--- config.mk ---
export PLATFORM = sky130hd
export DESIGN_NAME = key_input
export DESIGN_NICKNAME = d
export VERILOG_FILES = /design/src/rtl/key_input.sv
export SDC_FILE = /design/constraint.sdc
export NUM_CORES = 1
export LEC_CHECK = 0
export ABC_CLOCK_PERIOD_IN_PS = 4150
export CORE_MARGIN = 2
export CORE_UTILIZATION = 49
export CTS_CLUSTER_DIAMETER = 40
export DETAILED_ROUTE_END_ITERATION = 8
export GPL_TIMING_DRIVEN = 0
export HOLD_SLACK_MARGIN = 0.03
export PLACE_DENSITY_LB_ADDON = 0.3
export SYNTH_ARGS = -nofsm -noshare
export SYNTH_HDL_FRONTEND = slang
export SYNTH_SLANG_ARGS = --single-unit
--- constraint.sdc ---
create_clock -name clk -period 4.15 [get_ports clk]
set_clock_uncertainty 0.15 [all_clocks]
set_input_delay 0.83 -clock clk [delete_from_list [all_inputs] [get_ports clk]]
set_output_delay 0.83 -clock clk [all_outputs]
set_load 0.01 [all_outputs]
--- src/rtl/key_input.sv ---
// Push-button byte entry: synchronizes and debounces a button, then shifts the
// switch byte into a 32-bit word on each press and holds the word until acknowledged.
module key_input #(
  parameter int unsigned DEBOUNCE_CYCLES = 4
) (
  input  logic        clk,
  input  logic        rst,
  input  logic        btn_raw,
  input  logic [7:0]  sw_raw,
  input  logic        data_ack,
  output logic [31:0] data_out,
  output logic        data_valid,
  output logic [31:0] preview,
  output logic [2:0]  byte_count,
  output logic        overrun
);

  localparam logic [15:0] CNT_MAX = 16'(DEBOUNCE_CYCLES - 1);

  typedef enum logic {COLLECT = 1'b0, HOLD = 1'b1} state_t;

  logic        btn_meta;
  logic        btn_s;
  logic [7:0]  sw_meta;
  logic [7:0]  sw_s;
  logic        db;
  logic [15:0] cnt;
  logic        press;

  state_t      state;
  state_t      state_nxt;
  logic [31:0] data_out_nxt;
  logic [31:0] preview_nxt;
  logic [2:0]  byte_count_nxt;
  logic        overrun_nxt;

  function automatic logic [31:0] shift_in(input logic [31:0] acc, input logic [7:0] b);
    return {acc[23:0], b};
  endfunction

  // Stage: two-flop synchronizers for the asynchronous inputs
  always_ff @(posedge clk or posedge rst) begin
    if (rst) begin
      btn_meta <= 1'b0;
      btn_s    <= 1'b0;
      sw_meta  <= '0;
      sw_s     <= '0;
    end else begin
      btn_meta <= btn_raw;
      btn_s    <= btn_meta;
      sw_meta  <= sw_raw;
      sw_s     <= sw_meta;
    end
  end

  // Stage: debounce -- the level must disagree for DEBOUNCE_CYCLES straight edges
  always_ff @(posedge clk or posedge rst) begin
    if (rst) begin
      db  <= 1'b0;
      cnt <= '0;
    end else if (btn_s == db) begin
      cnt <= '0;
    end else if (cnt == CNT_MAX) begin
      db  <= btn_s;
      cnt <= '0;
    end else begin
      cnt <= cnt + 16'd1;
    end
  end

  // Acted on at the very edge where db rises; releases produce nothing.
  assign press = btn_s & ~db & (cnt == CNT_MAX);

  // Stage: word assembly FSM
  always_ff @(posedge clk or posedge rst) begin
    if (rst) begin
      state      <= COLLECT;
      data_out   <= '0;
      preview    <= '0;
      byte_count <= '0;
      overrun    <= 1'b0;
    end else begin
      state      <= state_nxt;
      data_out   <= data_out_nxt;
      preview    <= preview_nxt;
      byte_count <= byte_count_nxt;
      overrun    <= overrun_nxt;
    end
  end

  always_comb begin
    state_nxt      = state;
    data_out_nxt   = data_out;
    preview_nxt    = preview;
    byte_count_nxt = byte_count;
    overrun_nxt    = overrun;
    case (state)
      COLLECT: begin
        if (press) begin
          if (byte_count == 3'd3) begin
            data_out_nxt   = shift_in(preview, sw_s);
            preview_nxt    = '0;
            byte_count_nxt = '0;
            state_nxt      = HOLD;
          end else begin
            preview_nxt    = shift_in(preview, sw_s);
            byte_count_nxt = byte_count + 3'd1;
          end
        end
      end
      HOLD: begin
        // An acknowledge wins over a coincident press, which is silently dropped.
        if (data_ack) begin
          overrun_nxt = 1'b0;
          state_nxt   = COLLECT;
        end else if (press) begin
          overrun_nxt = 1'b1;
        end
      end
      default: state_nxt = COLLECT;
    endcase
  end

  assign data_valid = (state == HOLD);

endmodule

==> run metrics <==
outcome completed; synth-to-layout area growth 27.5%; number of synthesized flops with an enable pin 0; Layout Nets 443; CTS Sinks 104; CTS tree yes; Async S/R FF share, synth 100%; vias in the first global route 2,789; sequential cell area fraction in the yosys report 62.3%; GRT Total Usage 19.7%; Max Slew Vio Count 0; LEAKAGE 0.00231 uW; slowest CP cell nor3_4; Synth Area in Adders 0.899%; clk buf depth 2; CP cell instances ha_1 > nor4b_2 > nand4_2 > nor3_4 > buf_12 > mux2_4; Num CTS Buffers 9; Congestion Overflow GR 0; port bufs 80; crit path max fanout 10; drt first-iter violations 138; cell with the most instances after synthesis dfrtp_1; worst slew pin tran 0.614 ns; H-tree depth 3; compound-gate portion of the synthesized area 8.48%; Mapped Cells 336; drt wl/cell 15.7 um; drt pass-1 iters 4; DP Area 0.00514 sq mm; synth cell count leaders 104 x dfrtp_1, 66 x o21ai_0, 36 x nand2_1; Worst Path Buf+Inv 1; clk slew on worst S/H paths 0.10 ns; placed wire-length estimate 5810 um; vias 2,824; CP peak stage delay 0.52 ns; P per Cell Area 484 mW/mm^2; RD Place Congestion 0.806; Worst VDD drop 226 uV; Ys Warns 0; first-pass GRT wire length 14,000 um; Final Power 2580 uW; netlist area before placement 0.00418 sq mm; postcts setup bufs 0; critical path's top delay family simple AND/OR/NAND/NOR gates; period utilization 60.5%; final WL 8430 um; Syn Nets 351; critical path arrival 2.62 ns; TNS Setup 0 ns; largest net degree at the start of global routing 57; main combinational cell family by area after synthesis multiplexers; Synth area leader dfrtp_1; Synth Register Bits 104; later-pin clock latency in the skew report 0.37 ns; DR vias/cell 5.25; ANT nets after route 0; post-layout min period 2.51 ns; ant diodes 0; Data required, critical path 4.26 ns; die area 0.00928 sq mm; Highest Clock Rate 399 MHz; Post-synth top flop dfrtp_1; Residual DRC 0; Starting Density 50.6%; Die Y 96.3 um; min-delay worst type register to register; unrepaired setup endpoints after global routing false; CTS Root Cell clkbuf_8; row cnt 33; initial antenna violation count 0; Die X 96.3 um; largest cells by area after synthesis dfrtp_1 62%, mux2_4 10%, o21ai_0 7.9%; critical path type register to register; Final Hold Viols 0; Worst Setup End Kind register; fraction of layout cells with a size suffix above 1 14.3%; Synth cell types 27; Worst setup SP type register; post-CTS resize count 0; Max-slew headroom 59.0%; Avg Cell Area, Syn 12.4 sq um; post-synthesis simple-gate area fraction 10.1%; IO Pins 81; Finished Cell Area 0.00532 sq mm; cts hold-fix bufs 0; Synth top area share 62.3%; Final setup viols 0; Max Cap Viol 0; core area 0.00826 sq mm; multiplexer area fraction after synthesis 11.8%; XOR/XNOR share of the synthesized area 2.94%
## metal layers
layer / GRT usage [%] / routed length [um] / vias up
met1: 29.5 / 3980 / 1415
met3: 2.98 / 332 / 14
li1: - / - / 1327
met5: 0 / 0 / -
met4: 6.92 / 138 / 0
met2: 29.5 / 3980 / 68
## placed cells by master, fill, tap and decap left out, types with 6 or more instances in the layout
| cell type | instances |
|---|---|
| clkbuf_8 | 10 |
| clkdlybuf4s50_1 | 80 |
| xnor2_1 | 13 |
| nand2_1 | 36 |
| o21ai_0 | 66 |
| inv_1 | 6 |
| clkbuf_1 | 15 |
| mux2_4 | 29 |
| nor2_1 | 22 |
| dfrtp_1 | 104 |
## sequential cells by signal, summed over array words and instances, names as in the netlist
name        cells
btn_meta        1
db              1
preview        32
data_valid      1
sw_s            8
byte_count      3
cnt            16
overrun         1
btn_s           1
sw_meta         8
data_out       32
## stage by stage
step                setup WS, ns  cells  utilization [%]  hold WS [ns]
floorplan                  0.438    336                -         0.181
global placement          -0.993    521             61.9         0.181
detailed placement          1.63    522             62.2         0.185
CTS                         1.61    538             64.5         0.208
global route                1.48    538             64.5         0.212
finish                      1.64    538             64.5         0.206
## where the power goes
| part | internal, uW | total, uW | switching [uW] |
|---|---|---|---|
| logic | 338 | 670 | 332 |
| clock network | 241 | 590 | 349 |
| registers | 1160 | 1320 | 160 |
## final timing paths
path,startpoint,to,slack [ns],cells past startpoint
min in group asynchronous,rst,sw_meta[0],0.74,2
worst min register to register,sw_meta[6],sw_s[6],0.21,0
worst max register to register,cnt[0],data_out[2],1.64,6
max in group asynchronous,rst,preview[10],2.44,3
worst max-delay path,cnt[0],data_out[2],1.64,6
worst min-delay path,sw_meta[6],sw_s[6],0.21,0
## cell families after synthesis
| family | count (synthesis) |
|---|---|
| buffers and inverters | 26 |
| adder cells (fa/ha/maj) | 3 |
| multiplexers | 34 |
| AO/OA/AOI/OAI | 69 |
| flip-flops | 104 |
| XOR/XNOR | 14 |
| AND/OR/NAND/NOR | 86 |
## layout make-up
type / count / area [sq um]
Clock inverter: 6 / 47.5
Fill cell: 636 / 2930
Tap cell: 105 / 131
Timing Repair Buffer: 81 / 828
Inverter: 7 / 28.8
Buffer: 19 / 121
Clock buffer: 10 / 138
Multi-Input combinational cell: 206 / 1430
Sequential cell: 104 / 2600
(Power assumes the default switching activity.)
